File: config.mk
export PLATFORM = sky130hd
export DESIGN_NAME = axi_lite_irq_timer
export DESIGN_NICKNAME = d
export VERILOG_FILES = /design/src/rtl/axi_lite_irq_timer.sv
export SDC_FILE = /design/constraint.sdc
export NUM_CORES = 1
export LEC_CHECK = 0
export BUFFER_PORTS_ARGS = -buffer_cell sky130_fd_sc_hd__buf_2
export CAP_MARGIN = 20
export CORE_UTILIZATION = 45
export CTS_BUF_LIST = sky130_fd_sc_hd__clkbuf_16
export CTS_CLUSTER_DIAMETER = 40
export DETAILED_ROUTE_END_ITERATION = 16
export PLACE_DENSITY = 0.7
export SETUP_SLACK_MARGIN = 0.02
export SLEW_MARGIN = 10
export SYNTH_ARGS = -nofsm -noshare
export SYNTH_HDL_FRONTEND = slang
export SYNTH_SLANG_ARGS = --single-unit
File: constraint.sdc
create_clock -name S_AXI_ACLK -period 6.2 [get_ports S_AXI_ACLK]
set_clock_uncertainty 0.2 [all_clocks]
set_input_delay 0.31 -clock S_AXI_ACLK [delete_from_list [all_inputs] [get_ports S_AXI_ACLK]]
set_output_delay 0.31 -clock S_AXI_ACLK [all_outputs]
set_load 0.01 [all_outputs]
File: src/rtl/axi_lite_irq_timer.sv
// AXI4-Lite countdown timer with a registered level interrupt.
// Ports:
//   S_AXI_ACLK / S_AXI_ARESETN  clock, async active-low reset
//   S_AXI_AW* / S_AXI_W* / S_AXI_B*  write address, data and response channels
//   S_AXI_AR* / S_AXI_R*              read address and data channels
//   interrupt_request                 EXPIRED & IRQ_EN, one cycle latency
// Register map (addr[3:2]): 0 CTRL {IRQ_EN,AUTO_RELOAD,EN}, 1 LOAD,
// 2 COUNT (RO), 3 STATUS {EXPIRED} write-1-to-clear.
module axi_lite_irq_timer #(
  parameter int unsigned ADDR_WIDTH = 32,
  parameter int unsigned PRESCALE   = 1
) (
  input  logic                  S_AXI_ACLK,
  input  logic                  S_AXI_ARESETN,
  input  logic [ADDR_WIDTH-1:0] S_AXI_AWADDR,
  input  logic                  S_AXI_AWVALID,
  output logic                  S_AXI_AWREADY,
  input  logic [31:0]           S_AXI_WDATA,
  input  logic [3:0]            S_AXI_WSTRB,
  input  logic                  S_AXI_WVALID,
  output logic                  S_AXI_WREADY,
  output logic [1:0]            S_AXI_BRESP,
  output logic                  S_AXI_BVALID,
  input  logic                  S_AXI_BREADY,
  input  logic [ADDR_WIDTH-1:0] S_AXI_ARADDR,
  input  logic                  S_AXI_ARVALID,
  output logic                  S_AXI_ARREADY,
  output logic [31:0]           S_AXI_RDATA,
  output logic [1:0]            S_AXI_RRESP,
  output logic                  S_AXI_RVALID,
  input  logic                  S_AXI_RREADY,
  output logic                  interrupt_request
);

  localparam int unsigned DATA_W = 32;
  localparam int unsigned PRE_W  = (PRESCALE > 1) ? $clog2(PRESCALE) : 1;
  localparam logic [PRE_W-1:0] PRE_LAST = PRE_W'(PRESCALE - 1);

  localparam logic [1:0] REG_CTRL   = 2'd0;
  localparam logic [1:0] REG_LOAD   = 2'd1;
  localparam logic [1:0] REG_COUNT  = 2'd2;
  localparam logic [1:0] REG_STATUS = 2'd3;

  typedef enum logic {W_IDLE, W_RESP} w_state_t;
  typedef enum logic {R_IDLE, R_DATA} r_state_t;

  w_state_t w_state, w_state_d;
  r_state_t r_state, r_state_d;
  logic awready_d, bvalid_d, arready_d, rvalid_d;
  logic [DATA_W-1:0] rdata_d, rd_mux;
  logic wr_fire, rd_fire;

  logic en, auto_reload, irq_en, expired;
  logic [DATA_W-1:0] load, count, load_new;
  logic [PRE_W-1:0] presc;
  logic [1:0] wr_sel;
  logic tick, expire;

  // Address bits outside [3:2] alias the map
  logic unused_addr_bits;
  assign unused_addr_bits = ^{S_AXI_AWADDR[ADDR_WIDTH-1:4], S_AXI_AWADDR[1:0],
                              S_AXI_ARADDR[ADDR_WIDTH-1:4], S_AXI_ARADDR[1:0]};

  assign S_AXI_WREADY = S_AXI_AWREADY;
  assign S_AXI_BRESP  = 2'b00;
  assign S_AXI_RRESP  = 2'b00;
  assign wr_sel       = S_AXI_AWADDR[3:2];

  // Write channel: ready pulses for one cycle once both AW and W are valid
  always_comb begin
    w_state_d = w_state;
    awready_d = 1'b0;
    bvalid_d  = S_AXI_BVALID;
    wr_fire   = 1'b0;
    unique case (w_state)
      W_IDLE: begin
        if (S_AXI_AWREADY && S_AXI_AWVALID && S_AXI_WVALID) begin
          wr_fire   = 1'b1;
          bvalid_d  = 1'b1;
          w_state_d = W_RESP;
        end else if (!S_AXI_AWREADY && S_AXI_AWVALID && S_AXI_WVALID) begin
          awready_d = 1'b1;
        end
      end
      W_RESP: begin
        if (S_AXI_BREADY) begin
          bvalid_d  = 1'b0;
          w_state_d = W_IDLE;
        end
      end
    endcase
  end

  // Read data source, sampled in the address handshake cycle
  always_comb begin
    rd_mux = '0;
    unique case (S_AXI_ARADDR[3:2])
      REG_CTRL:   rd_mux = {29'd0, irq_en, auto_reload, en};
      REG_LOAD:   rd_mux = load;
      REG_COUNT:  rd_mux = count;
      REG_STATUS: rd_mux = {31'd0, expired};
    endcase
  end

  // Read channel: RDATA is captured once and held while RVALID is high
  always_comb begin
    r_state_d = r_state;
    arready_d = 1'b0;
    rvalid_d  = S_AXI_RVALID;
    rdata_d   = S_AXI_RDATA;
    rd_fire   = 1'b0;
    unique case (r_state)
      R_IDLE: begin
        if (S_AXI_ARREADY && S_AXI_ARVALID) begin
          rd_fire   = 1'b1;
          rdata_d   = rd_mux;
          rvalid_d  = 1'b1;
          r_state_d = R_DATA;
        end else if (!S_AXI_ARREADY && S_AXI_ARVALID) begin
          arready_d = 1'b1;
        end
      end
      R_DATA: begin
        if (S_AXI_RREADY) begin
          rvalid_d  = 1'b0;
          r_state_d = R_IDLE;
        end
      end
    endcase
  end

  // Channel state and registered handshake outputs
  always_ff @(posedge S_AXI_ACLK or negedge S_AXI_ARESETN) begin
    if (!S_AXI_ARESETN) begin
      w_state       <= W_IDLE;
      r_state       <= R_IDLE;
      S_AXI_AWREADY <= 1'b0;
      S_AXI_BVALID  <= 1'b0;
      S_AXI_ARREADY <= 1'b0;
      S_AXI_RVALID  <= 1'b0;
      S_AXI_RDATA   <= '0;
    end else begin
      w_state       <= w_state_d;
      r_state       <= r_state_d;
      S_AXI_AWREADY <= awready_d;
      S_AXI_BVALID  <= bvalid_d;
      S_AXI_ARREADY <= arready_d;
      S_AXI_RVALID  <= rvalid_d;
      S_AXI_RDATA   <= rdata_d;
    end
  end

  // Byte-strobe merge of write data into LOAD
  always_comb begin
    load_new = load;
    for (int i = 0; i < 4; i++) begin
      if (S_AXI_WSTRB[i]) load_new[8*i +: 8] = S_AXI_WDATA[8*i +: 8];
    end
  end

  assign tick   = en && (count != '0) && (presc == PRE_LAST);
  assign expire = tick && (count == DATA_W'(1));

  // Timer registers; later assignments express priority (LOAD write over
  // decrement, expiry over W1C, expiry clearing EN after a CTRL write)
  always_ff @(posedge S_AXI_ACLK or negedge S_AXI_ARESETN) begin
    if (!S_AXI_ARESETN) begin
      en                <= 1'b0;
      auto_reload       <= 1'b0;
      irq_en            <= 1'b0;
      expired           <= 1'b0;
      load              <= '0;
      count             <= '0;
      presc             <= '0;
      interrupt_request <= 1'b0;
    end else begin
      if (wr_fire && (wr_sel == REG_LOAD)) begin
        load  <= load_new;
        count <= load_new;
        presc <= '0;
      end else if (en && (count != '0)) begin
        presc <= tick ? '0 : presc + PRE_W'(1);
        if (tick) count <= (expire && auto_reload) ? load : count - DATA_W'(1);
      end

      if (wr_fire && (wr_sel == REG_CTRL) && S_AXI_WSTRB[0]) begin
        {irq_en, auto_reload, en} <= S_AXI_WDATA[2:0];
      end
      if (expire && !auto_reload) en <= 1'b0;

      if (expire) begin
        expired <= 1'b1;
      end else if (wr_fire && (wr_sel == REG_STATUS) && S_AXI_WSTRB[0] && S_AXI_WDATA[0]) begin
        expired <= 1'b0;
      end

      interrupt_request <= expired && irq_en;
    end
  end

endmodule

==> qor.txt <==
M1 WL = 6790 um
Crit. End Element = register
Initial core utilization = 46.1%
First-pass GRT wire length = 24700 um
RSZ-0062 raised after global routing = false
Port buffer count = 84
Metal2 WL = 6800 um
# Max-Cap Violations = 0
Synth top area share = 48.8%
Post-DRT Antenna Nets = 0
Top FF cell, synth = dfrtp_1
Power Total = 1.99 mW
Hold EP = load[30]$_DFFE_PN0P_
Fillers = 1099
R2R depth = 6
Antenna Diode Count = 0
Setup TNS Final = 0 ns
Routed length per instance = 18.4 um
Uppermost layer routed = met4
Row Count = 40
Worst hold path cell count = 2
TritonCTS buffer count = 9
Top achievable clock speed = 0.278 GHz
Post-synth ARST share = 100%
EDFF count, synth = 0
HP Start = S_AXI_WDATA[30]
Layout cells sized above 1 = 20.3%
Worst Setup SP = count[15]$_DFFE_PN0P_
Syn Inst Count = 573
CTS tree = done
Final setup margin = 2.61 ns
DRC viols = 0
Final HPWL DP = 9830 um
Synth cell types = 60
FF/Latch Area = 2700 um^2
Outcome = completed
Core area = 12000 um^2
Crit Reg-Reg Startpoint = count[15]$_DFFE_PN0P_
Area Growth Syn to Fin = 17.2%
Die W = 113 um
Post-CTS setup buffers = 0
Clock root cell = clkbuf_16
Worst-path clk slew = 0.07 ns
Via count = 4928
Final hold slack = 0.0122 ns
Largest net degree at the start of global routing = 66
Max Slew Vio Count = 0
Worst EP arrival = 3.64 ns
Setup-failing EPs final = 0
DIE HEIGHT = 113 um
Multi-input logic area = 2630 um^2
Mapped Area = 5540 um^2
Flop2flop setup slack = 2.61 ns
Via/cell ratio = 6.18
H-tree levels = 3
Final min period = 3.59 ns
Worst min-delay path class = in -> reg
Total grt overflow = 0
Buffer depth of the longest clock path = 2
Worst slew pin tran = 1.06 ns
Ranking of synthesized cells by area = dfrtp_1 (49%), o21ai_0 (5.2%), nand2_1 (5.0%)
Final period utilization = 58.0%
Most frequent cells after synthesis = dfrtp_1 (108), nand2_1 (74), o21ai_0 (58), clkbuf_1 (36), a22oi_1 (30)
Worst-Skew Late Latency = 0.35 ns
LEAKAGE = 3.01 nW
Initial antenna violation count = 0
Most common cell in the netlist = dfrtp_1
Layout net count = 756
Critical Path Start Type = register
Post-synth top area cell = dfrtp_1
Met3 Wirelength = 749 um
Normalized max-slew margin = 29.5%
Initial DRC Count = 363
GP Congestion = 0.900
Pre-CTS setup slack = 2.69 ns
Worst EP required = 6.24 ns
RR Endpoint = count[9]$_DFFE_PN0P_
CP Max Fanout = 26
Synth warnings = 0
VDD IR max = 0.145 mV
I/O pin count = 149
Synthesis-stage register bit count = 108
Syn avg cell area = 9.66 um^2
CTS sink count = 108
Final Hold Fails = 0
Die area = 12800 um^2
Seq/Total Area, Yosys = 48.8%
Power Density = 307 nW/um^2
Worst Setup Path Type = reg -> reg
Final WL = 14700 um
Pre-antenna DRT Iters = 5
Tot GR Track Use = 24.5%
Vias in the first global route = 4880
-- report_power, final --
| group | switching, mW | internal (mW) |
|---|---|---|
| Sequential | 0.111 | 0.810 |
| Combinational | 0.234 | 0.182 |
| Clock | 0.264 | 0.393 |
| Total | 0.609 | 1.39 |
-- critical path: stages (launching register included) --
cell and delay [ns]:
dfrtp_1 0.45, or4_1 0.69, nor4_4 0.37, nand4_2 0.35, o21ai_2 0.92, o21ai_0 0.22
a32o_1 0.26
-- stage by stage --
| stage | utilization [%] | instance area (um^2) | cells |
|---|---|---|---|
| after floorplan | - | 5550 | 576 |
| after global placement | 50.3 | 6050 | 772 |
| after detailed placement | 50.3 | 6050 | 772 |
| after CTS | 54.0 | 6490 | 798 |
| after global routing | 54.0 | 6490 | 798 |
| final | 54.0 | 6490 | 798 |
-- layout by cell type (no fill, tap or decap), types with 9 or more instances in the layout --
cell type	instances
dfrtp_1	108
buf_2	83
nand2_1	74
o21ai_0	58
a22oi_1	30
nor2_1	23
o2bb2ai_1	22
a21o_1	18
inv_1	13
and2_1	13
a21oi_1	13
nor3_1	13
a221oi_1	13
mux2_2	11
and3_1	11
dlygate4sd3_1	10
a211oi_1	9
clkbuf_16	9
buf_4	9
-- layout make-up --
| type | instances | share of cell area (%) |
|---|---|---|
| inverter | 12 | 0.694 |
| tap | 147 | 2.83 |
| timing repair buffer | 102 | 8.99 |
| clock buffer | 9 | 3.47 |
| multi-input combinational | 413 | 40.6 |
| clock inverter | 7 | 1.79 |
| sequential | 108 | 41.7 |
-- worst max path at each step --
stage	depth (start not counted)	end	slack, ns
6_report	6	count[9]$_DFFE_PN0P_	2.61
5_1_grt	6	count[29]$_DFFE_PN0P_	2.35
4_1_cts	6	count[9]$_DFFE_PN0P_	2.63
3_5_place_dp	6	count[9]$_DFFE_PN0P_	2.69
3_3_place_gp	6	count[9]$_DFFE_PN0P_	2.69
2_1_floorplan	8	count[30]$_DFFE_PN0P_	3.39
-- flip-flops by register name, indices dropped and copies added, names as in the netlist --
| signal | cells |
|---|---|
| count | 32 |
| S_AXI_RVALID | 1 |
| S_AXI_AWREADY | 1 |
| S_AXI_BVALID | 1 |
| interrupt_request | 1 |
| presc | 1 |
| w_state | 1 |
| S_AXI_ARREADY | 1 |
| expired | 1 |
| irq_en | 1 |
| S_AXI_RDATA | 32 |
| r_state | 1 |
| auto_reload | 1 |
| load | 32 |
| en | 1 |
-- layer usage --
layer | track usage, % | vias to the layer above
met1 | 33.5 | 2437
met3 | 3.11 | 29
met4 | 11.5 | 0
li1 | - | 2294
met2 | 39.0 | 168
met5 | 0 | -
-- cell families (layout without fill, tap and decap cells) --
kind of cell	Yosys count	after routing	synth area share, %
flops	108	108	48.8
xor+xnor	2	2	0.316
compound gates	200	200	25.1
mux	16	16	3.37
buf+inv	55	130	4.11
other cells	1	4	0.0677
fa+ha+maj	3	3	0.678
simple gates	188	188	17.6
-- timing repair --
| item | in CTS | in global routing |
|---|---|---|
| hold buffers | 10 | 0 |
| endpoints found under the hold margin | 63 | 0 |
| gates resized for setup | 0 | 0 |
Power figures use the tool's default switching activity.
